--- config.mk ---
export PLATFORM = sky130hd
export DESIGN_NAME = bcd_sub_sequencer
export DESIGN_NICKNAME = d
export VERILOG_FILES = /design/src/rtl/bcd_pkg.sv /design/src/rtl/bcd_digit_alu.sv /design/src/rtl/bcd_sub_sequencer.sv
export SDC_FILE = /design/constraint.sdc
export NUM_CORES = 1
export LEC_CHECK = 0
export CAP_MARGIN = 20
export CORE_ASPECT_RATIO = 0.8
export CORE_MARGIN = 2
export CORE_UTILIZATION = 45
export CTS_BUF_LIST = sky130_fd_sc_hd__clkbuf_4
export CTS_CLUSTER_SIZE = 30
export DETAILED_ROUTE_END_ITERATION = 10
export PLACE_DENSITY = 0.7
export SYNTH_ARGS = -nofsm -noshare
export SYNTH_HDL_FRONTEND = slang
export SYNTH_SLANG_ARGS = --single-unit
--- constraint.sdc ---
create_clock -name clk -period 4.35 [get_ports clk]
set_input_delay 0.87 -clock clk [delete_from_list [all_inputs] [get_ports clk]]
set_output_delay 0.87 -clock clk [all_outputs]
set_load 0.005 [all_outputs]
--- src/rtl/bcd_pkg.sv ---
// bcd_pkg: shared BCD digit types, limits and sequencer states
package bcd_pkg;
  localparam int BCD_W = 4;
  localparam int BCD_MAX = 9;
  typedef logic [BCD_W-1:0] bcd_digit_t;
  typedef enum logic [1:0] {IDLE, RUN, FIX, DONE} state_t;
  function automatic logic is_bcd(input bcd_digit_t d);
    return d <= bcd_digit_t'(BCD_MAX);
  endfunction
endpackage

--- src/rtl/bcd_digit_alu.sv ---
// bcd_digit_alu: one-digit x + (9 - y) + cin with decimal correction
module bcd_digit_alu
  import bcd_pkg::*;
(
  input  bcd_digit_t x,
  input  bcd_digit_t y,
  input  logic       cin,
  output bcd_digit_t digit,
  output logic       cout
);
  logic [4:0] s;
  assign s = {1'b0, x} + {1'b0, bcd_digit_t'(BCD_MAX) - y} + {4'b0, cin};
  assign cout = s > 5'(BCD_MAX);
  assign digit = cout ? 4'(s - 5'd10) : s[3:0];
endmodule

--- src/rtl/bcd_sub_sequencer.sv ---
// bcd_sub_sequencer: digit-serial signed BCD subtraction on one shared digit unit
module bcd_sub_sequencer
  import bcd_pkg::*;
#(
  parameter int DIGITS = 4
) (
  input  logic                  clk,
  input  logic                  reset,
  input  logic                  start,
  input  logic [4*DIGITS-1:0]   a,
  input  logic [4*DIGITS-1:0]   b,
  output logic                  busy,
  output logic                  done,
  output logic [4*DIGITS-1:0]   diff,
  output logic                  negative,
  output logic                  invalid
);
  localparam int IW = DIGITS > 1 ? $clog2(DIGITS) : 1;
  state_t state;
  logic [IW-1:0] idx;
  logic carry, bad, cout, fix, last;
  logic [4*DIGITS-1:0] al, bl;
  bcd_digit_t x, y, digit;
  always_comb begin
    bad = 1'b0;
    for (int i = 0; i < DIGITS; i++)
      bad = bad | !is_bcd(a[i*4 +: 4]) | !is_bcd(b[i*4 +: 4]);
  end
  assign fix = state == FIX;
  assign last = idx == IW'(DIGITS - 1);
  // FIX re-complements the stored RUN result: 0 - diff with the same unit
  assign x = fix ? '0 : al[idx*4 +: 4];
  assign y = fix ? diff[idx*4 +: 4] : bl[idx*4 +: 4];
  bcd_digit_alu u_alu (.x(x), .y(y), .cin(carry), .digit(digit), .cout(cout));
  always_ff @(posedge clk) begin
    if (reset) begin
      state <= IDLE;
      busy <= 1'b0;
      done <= 1'b0;
      diff <= '0;
      negative <= 1'b0;
      invalid <= 1'b0;
      idx <= '0;
      carry <= 1'b0;
      al <= '0;
      bl <= '0;
    end else begin
      done <= 1'b0;
      case (state)
        IDLE: if (start) begin
          al <= a;
          bl <= b;
          diff <= '0;
          negative <= 1'b0;
          invalid <= bad;
          idx <= '0;
          carry <= 1'b1;
          busy <= !bad;
          done <= bad;
          state <= bad ? DONE : RUN;
        end
        RUN, FIX: begin
          diff[idx*4 +: 4] <= digit;
          carry <= cout;
          idx <= idx + 1'b1;
          if (last) begin
            if (!fix && !cout) begin
              negative <= 1'b1;
              idx <= '0;
              carry <= 1'b1;
              state <= FIX;
            end else begin
              busy <= 1'b0;
              done <= 1'b1;
              state <= DONE;
            end
          end
        end
        default: state <= IDLE;
      endcase
    end
  end
endmodule
After elaboration in Yosys (flattened, before gate mapping)
Index checks and enable logic that the tools add are counted.
- flip-flop bits (word level): 57
- output and inout port bits: 20
- bits of input ports: 35
- eq/ne operators: 7
- reduce and logical (&&, ||, !) cells: 20
- mux-type cells: 31
- add/sub/neg operators: 6
- shift-type cells: 5
- magnitude comparators: 9
- bitwise gates (word level): 7
- operators with widths (kind ; count):
    $shiftx A16 B5 Y4 ; 3
    $neg A4 Y34 ; 1
    $shift A4 B34 Y16 const A ; 1
    $shiftx A4 B34 Y16 ; 1
    $le A4 B4 Y1 const B ; 8
    $pmux W16 S2 ; 1
    $bwmux W16 ; 1
    $mux W16 ; 1
    $mux W1 ; 13
    $mux W2 ; 6
    $mux W4 ; 3
    $logic_not A1 Y1 ; 11
    $ne A2 B2 Y1 const B ; 4
    $pmux W1 S2 ; 4
    $pmux W2 S2 ; 2
    $reduce_and A4 Y1 ; 2
    $or A1 B1 Y1 ; 7
    $reduce_and A2 Y1 ; 3
    $add A4 B4 Y5 ; 1
    $add A5 B1 Y5 ; 1
    $gt A5 B4 Y1 const B ; 1
    $eq A2 B2 Y1 const B ; 2
    $sub A4 B4 Y4 const A ; 1
    $sub A4 B4 Y4 const B ; 1
    other kinds (6) ; 6

Depth between registers and ports, before layout
- depth in word-level cells: 12
- mapped depth: 15
- mapped depth without buffers: 14

Cells and area by module
Synthesis repeated with hierarchy kept, for this count alone.
- cell total of the unflattened synthesis: 344
- area total of the unflattened synthesis: 2991.6 um^2
- by module, submodules not included (module ; area an instance (um^2) ; cells an instance ; times used ; sequential area each (um^2)):
    bcd_sub_sequencer ; 2735.1 ; 313 ; 1 ; 1141.1
    bcd_digit_alu ; 256.5 ; 31 ; 1 ; 0.0

Worst setup path after synthesis
No wires, ideal clock.
- path type: register to register
- start: register state[1]
- end: register diff[11]
- required time: 4.290 ns
- slack: 1.089 ns
- arrival time: 3.201 ns
- cell stages (with the launch flop): 13
- cell sequence: dfxtp_1 > ha_1 > clkbuf_1 > mux4_2 > nand2_1 > nand2_1 > fa_1 > fa_1 > nand2b_1 > a21oi_1 > nand2_1 > mux2i_1 > a22o_1
- word-level cells in the longest chain between the ends: 10
- elaborated cells on any way between the ends: 18
- those cells by class: add/sub: 4; order compare: 1; eq/ne: 3; shift: 1; mux: 5; reduce/logical: 4
- ends and longest elaborated chain (item ; line ; text):
    start, declared ; bcd_sub_sequencer.sv:19 ; state_t state;
    start signal, assigned ; bcd_sub_sequencer.sv:60 ; state <= bad ? DONE : RUN;
    $eq A2 B2 Y1 ; bcd_sub_sequencer.sv:29, bcd_sub_sequencer.sv:49 ;
    $mux W4 ; bcd_sub_sequencer.sv:33 ; assign y = fix ? diff[idx*4 +: 4] : bl[idx*4 +: 4];
    $sub A4 B4 Y4 ; bcd_digit_alu.sv:12 ; assign s = {1'b0, x} + {1'b0, bcd_digit_t'(BCD_MAX) - y} + {4'b0, cin};
    $add A4 B4 Y5 ; bcd_digit_alu.sv:12 ;
    $add A5 B1 Y5 ; bcd_digit_alu.sv:12 ;
    $sub A4 B4 Y4 / $gt A5 B4 Y1 (equally long branches) ; bcd_digit_alu.sv:14, bcd_digit_alu.sv:13 ;
    $mux W4 ; bcd_digit_alu.sv:14 ; assign digit = cout ? 4'(s - 5'd10) : s[3:0];
    $shiftx A4 B34 Y16 ; bcd_sub_sequencer.sv:63 ; diff[idx*4 +: 4] <= digit;
    $bwmux W16 ; bcd_sub_sequencer.sv:63 ;
    $pmux W16 S2 ; bcd_sub_sequencer.sv:49 ; case (state)
    end signal, assigned by index ; bcd_sub_sequencer.sv:63 ;
    end, declared ; bcd_sub_sequencer.sv:14 ; output logic [4*DIGITS-1:0] diff,
Parallel ways exist; a longest one is shown, timed or not.
A chain may end at the register's enable or synchronous reset.

Final worst setup path
- start: register idx[0]
- end: register state[0]
- word-level cells in the longest chain between the ends: 11
- elaborated cells on any way between the ends: 17
- those cells by class: add/sub: 3; order compare: 1; eq/ne: 2; shift: 3; mux: 5; reduce/logical: 3
- ends and longest elaborated chain (item ; line ; text):
    start, declared ; bcd_sub_sequencer.sv:20 ; logic [IW-1:0] idx;
    start signal, assigned ; bcd_sub_sequencer.sv:65 ; idx <= idx + 1'b1;
    $shiftx A16 B5 Y4 ; bcd_sub_sequencer.sv:33 ;
    $mux W4 ; bcd_sub_sequencer.sv:33 ;
    $sub A4 B4 Y4 ; bcd_digit_alu.sv:12 ;
    $add A4 B4 Y5 ; bcd_digit_alu.sv:12 ;
    $add A5 B1 Y5 ; bcd_digit_alu.sv:12 ;
    $gt A5 B4 Y1 ; bcd_digit_alu.sv:13 ; assign cout = s > 5'(BCD_MAX);
    $logic_not A1 Y1 ; bcd_sub_sequencer.sv:67 ; if (!fix && !cout) begin
    $logic_and A1 B1 Y1 ; bcd_sub_sequencer.sv:67 ;
    $mux W1 ; bcd_sub_sequencer.sv:67 ;
    $mux W2 ; bcd_sub_sequencer.sv:66 ; if (last) begin
    $pmux W2 S2 ; bcd_sub_sequencer.sv:49 ;
Parallel ways exist; a longest one is shown, timed or not. The select of a mux whose other input is x is not followed.

==> results.tsv <==
stage	metric	value	unit
power_and_ir_drop	Pleak	1.40	nW
final_layout	n_diodes	0	
synthesis	sequential element share of the synthesized area	0.375	
critical_path	crit path from	idx[0]$_SDFFE_PP0P_	
clock_network	Root Buffer	clkbuf_4	
global_route	met1 Use GR	0.324	
floorplanning	Die ar.	0.00744	mm2
worst_hold_path	min-delay src	al[14]$_SDFFE_PP0P_	
sta	Least-Margin Pin Slew	0.986	ns
placement	Placement Setup Slack	0.550	ns
clock_network	number of H-tree levels	3	
clock_network	number of CTS-inserted buffers	9	
clock_network	Clock Tree Buf Depth	2	
sta	f_max	0.266	GHz
synthesis	Synth area leader	dfxtp_1	
global_route	global-route wire length before repair	13000	um
sta	clk_skew	0.0146	ns
synthesis	Syn Inst Count	356	
clock_network	CTS tree	built	
final_layout	FILL cells	601	
routing	wirelength, routed	7870	um
clock_network	clock insertion delay at the later pin of the skew report	0.41	ns
critical_path	Critical Path AT	4.00	ns
clock_network	cts repair resizes	0	
critical_path	critical path launch point type	flip-flop	
critical_path	crit path kind	reg -> reg	
sta	setup ws final	0.592	ns
status	run status	completed	
synthesis	Main synth FF type	dfxtp_1	
routing	ANT nets after route	0	
synthesis	ranking of synthesized cells by area	dfxtp_1 (37%), nand2_1 (11%), mux4_2 (8.1%)	
critical_path	Crit. End Element	flip-flop	
sta	Tcrit/Tclk final	0.864	
synthesis	Post-synth EDFFs	0	
sta	RSZ-0062 raised after global routing	false	
global_route	largest net degree at the start of global routing	58	
final_layout	nets@finish	453	
clock_network	hold_buf cts	0	
synthesis	fraction of registers with async set/reset	0	
synthesis	syn_nets	405	
sta	worst hold margin	0.460	ns
critical_path	Worst EP required	4.60	ns
worst_hold_path	HP Class	reg -> reg	
clock_network	# Post-CTS Setup Buffers	0	
sta	Min Clock Period, post-route	3.76	ns
floorplanning	Rows	26	
global_route	grt ovf	0	
placement	GP Congestion	0.926	
synthesis	mapped cell area	0.00304	mm2
final_layout	Util after Layout	0.585	
synthesis	flops & latches, synth	57	
power_and_ir_drop	total power density per cell area	628	mW/mm2
global_route	initial antenna violation count	0	
routing	Via density	5.57	
placement	I/O Buffers	54	
floorplanning	Chip Height	77.6	um
sta	Worst slew margin	0.342	
floorplanning	Initial Util	0.470	
synthesis	post-synth cell types	53	
global_route	All-Layer GR Usage	0.228	
job	max_cap viols	0	
floorplanning	I/O pins	55	
power_and_ir_drop	Tot Pwr	0.00238	W
clock_network	Worst-path clk slew	0.09	ns
power_and_ir_drop	Max VDD drop	0.000447	V
synthesis	synthesized area per cell	8.55	um2
routing	DRC errors left	0	
placement	DPL Wire Length	5770	um
synthesis	Synth top area share	0.375	
critical_path	crit path max fanout	20	
global_route	routing usage on met2	0.340	
sta	setup tns final	0	ns
clock_network	clk sink count	57	
routing	Pre-antenna DRT Iters	4	
routing	initial DRC count	132	
sta	# setup viols final	0	
sta	final-report hold violation count	0	
global_route	vias in the first global route	2698	
routing	WL/cell	16.0	um
synthesis	Synth warnings	0	
floorplanning	Core ar.	0.00647	mm2
global_route	grt met3 use	0.0660	
final_layout	layout cells sized above 1	0.0978	
global_route	busiest grt layer	met2	
final_layout	synth-to-layout area growth	24.5	%
critical_path	Reg-to-Reg Start	idx[0]$_SDFFE_PP0P_	
routing	DR vias	2744	
floorplanning	die width	96.0	um
sta	final slew viol count	0	
-- path summary, 6_finish.rpt --
kind | depth (start not counted) | end | slack [ns]
hold reg to reg | 2 | al[14]$_SDFFE_PP0P_ | 0.46
setup / recovery | 9 | state[0]$_SDFFE_PP0P_ | 0.59
hold / removal | 2 | al[14]$_SDFFE_PP0P_ | 0.46
setup reg to reg | 9 | state[0]$_SDFFE_PP0P_ | 0.59
-- cell type report --
cell class	instances	area (um2)	area share
clock inverters	6	82.6	0.0218
repair buffers	56	571	0.151
multi-input cells	269	1770	0.468
well taps	84	105	0.0277
inverters	11	41.3	0.0109
flip-flops and latches	57	1140	0.301
clock buffers	10	75.1	0.0198
-- stage by stage --
step | cells | instance area, um2
3_5_place_dp | 476 | 3600
2_1_floorplan | 356 | 3040
5_1_grt | 493 | 3790
4_1_cts | 492 | 3760
3_3_place_gp | 476 | 3600
6_report | 493 | 3790
-- metal layers --
| layer | vias to the layer above | share of wire |
|---|---|---|
| met1 | 1278 | 0.48 |
| met5 | - | 0 |
| met3 | 15 | 0.065 |
| met4 | 0 | 0.016 |
| li1 | 1374 | - |
| met2 | 77 | 0.44 |
-- Yosys cell counts (5+ instances only) --
master / count
nor2b_1: 5
a21oi_1: 43
ha_1: 12
nand2_1: 88
a22o_1: 10
clkbuf_1: 13
nand2b_1: 8
mux4_2: 11
nor2_1: 14
inv_1: 10
nand3_1: 7
dfxtp_1: 57
o21ai_0: 15
-- registers in the layout, summed over array words and instances (netlist names) --
register  count
state         2
busy          1
al           16
bl           16
done          1
diff         16
negative      1
carry         1
invalid       1
idx           2
-- cell usage in the layout (no fill, tap or decap), types with 2 or more instances in the layout --
master,instances
dfxtp_1,57
a22o_1,10
clkbuf_4,10
a21oi_1,43
o32ai_1,2
nor2b_1,5
o21ai_0,15
inv_1,10
mux2i_1,4
nand4_1,3
a211oi_1,4
nand3_1,7
a31oi_1,2
nor3_1,3
nor4_1,4
a2111oi_2,2
nor2_1,14
nor4b_1,2
nand2_1,88
clkinv_2,2
or4_1,2
mux4_2,11
bufinv_16,2
ha_1,12
clkdlybuf4s50_1,53
fa_1,2
a32oi_1,3
nand2b_1,8
-- critical path, cell delays in order, from the launching register on --
cell and delay (ns):
dfxtp_1 0.98, mux4_2 0.60, nand2_1 0.08, nand2_1 0.07, fa_1 0.43, fa_1 0.47, xor2_1 0.29, nand2_1 0.20
a211oi_2 0.35, o32ai_1 0.14
-- cell families (layout without fill, tap and decap cells) --
| family | count (synthesis) | count (layout) | synth area share |
|---|---|---|---|
| xor gates and xnor gates | 3 | 3 | 0.0111 |
| adders and majority gates | 14 | 14 | 0.0625 |
| buffers and inverters | 30 | 83 | 0.0427 |
| muxes | 15 | 15 | 0.0945 |
| AOI/OAI and AO/OA | 93 | 93 | 0.198 |
| and+or+nand+nor | 144 | 144 | 0.216 |
| DFF | 57 | 57 | 0.375 |
-- power breakdown --
part | leakage [nW] | internal (W) | switching [W]
registers | 0.465 | 0.000604 | 0.0000819
clock network | 0.0878 | 0.000237 | 0.000205
logic | 0.850 | 0.000511 | 0.000742
total | 1.40 | 0.00135 | 0.00103
(Power assumes the default switching activity.)
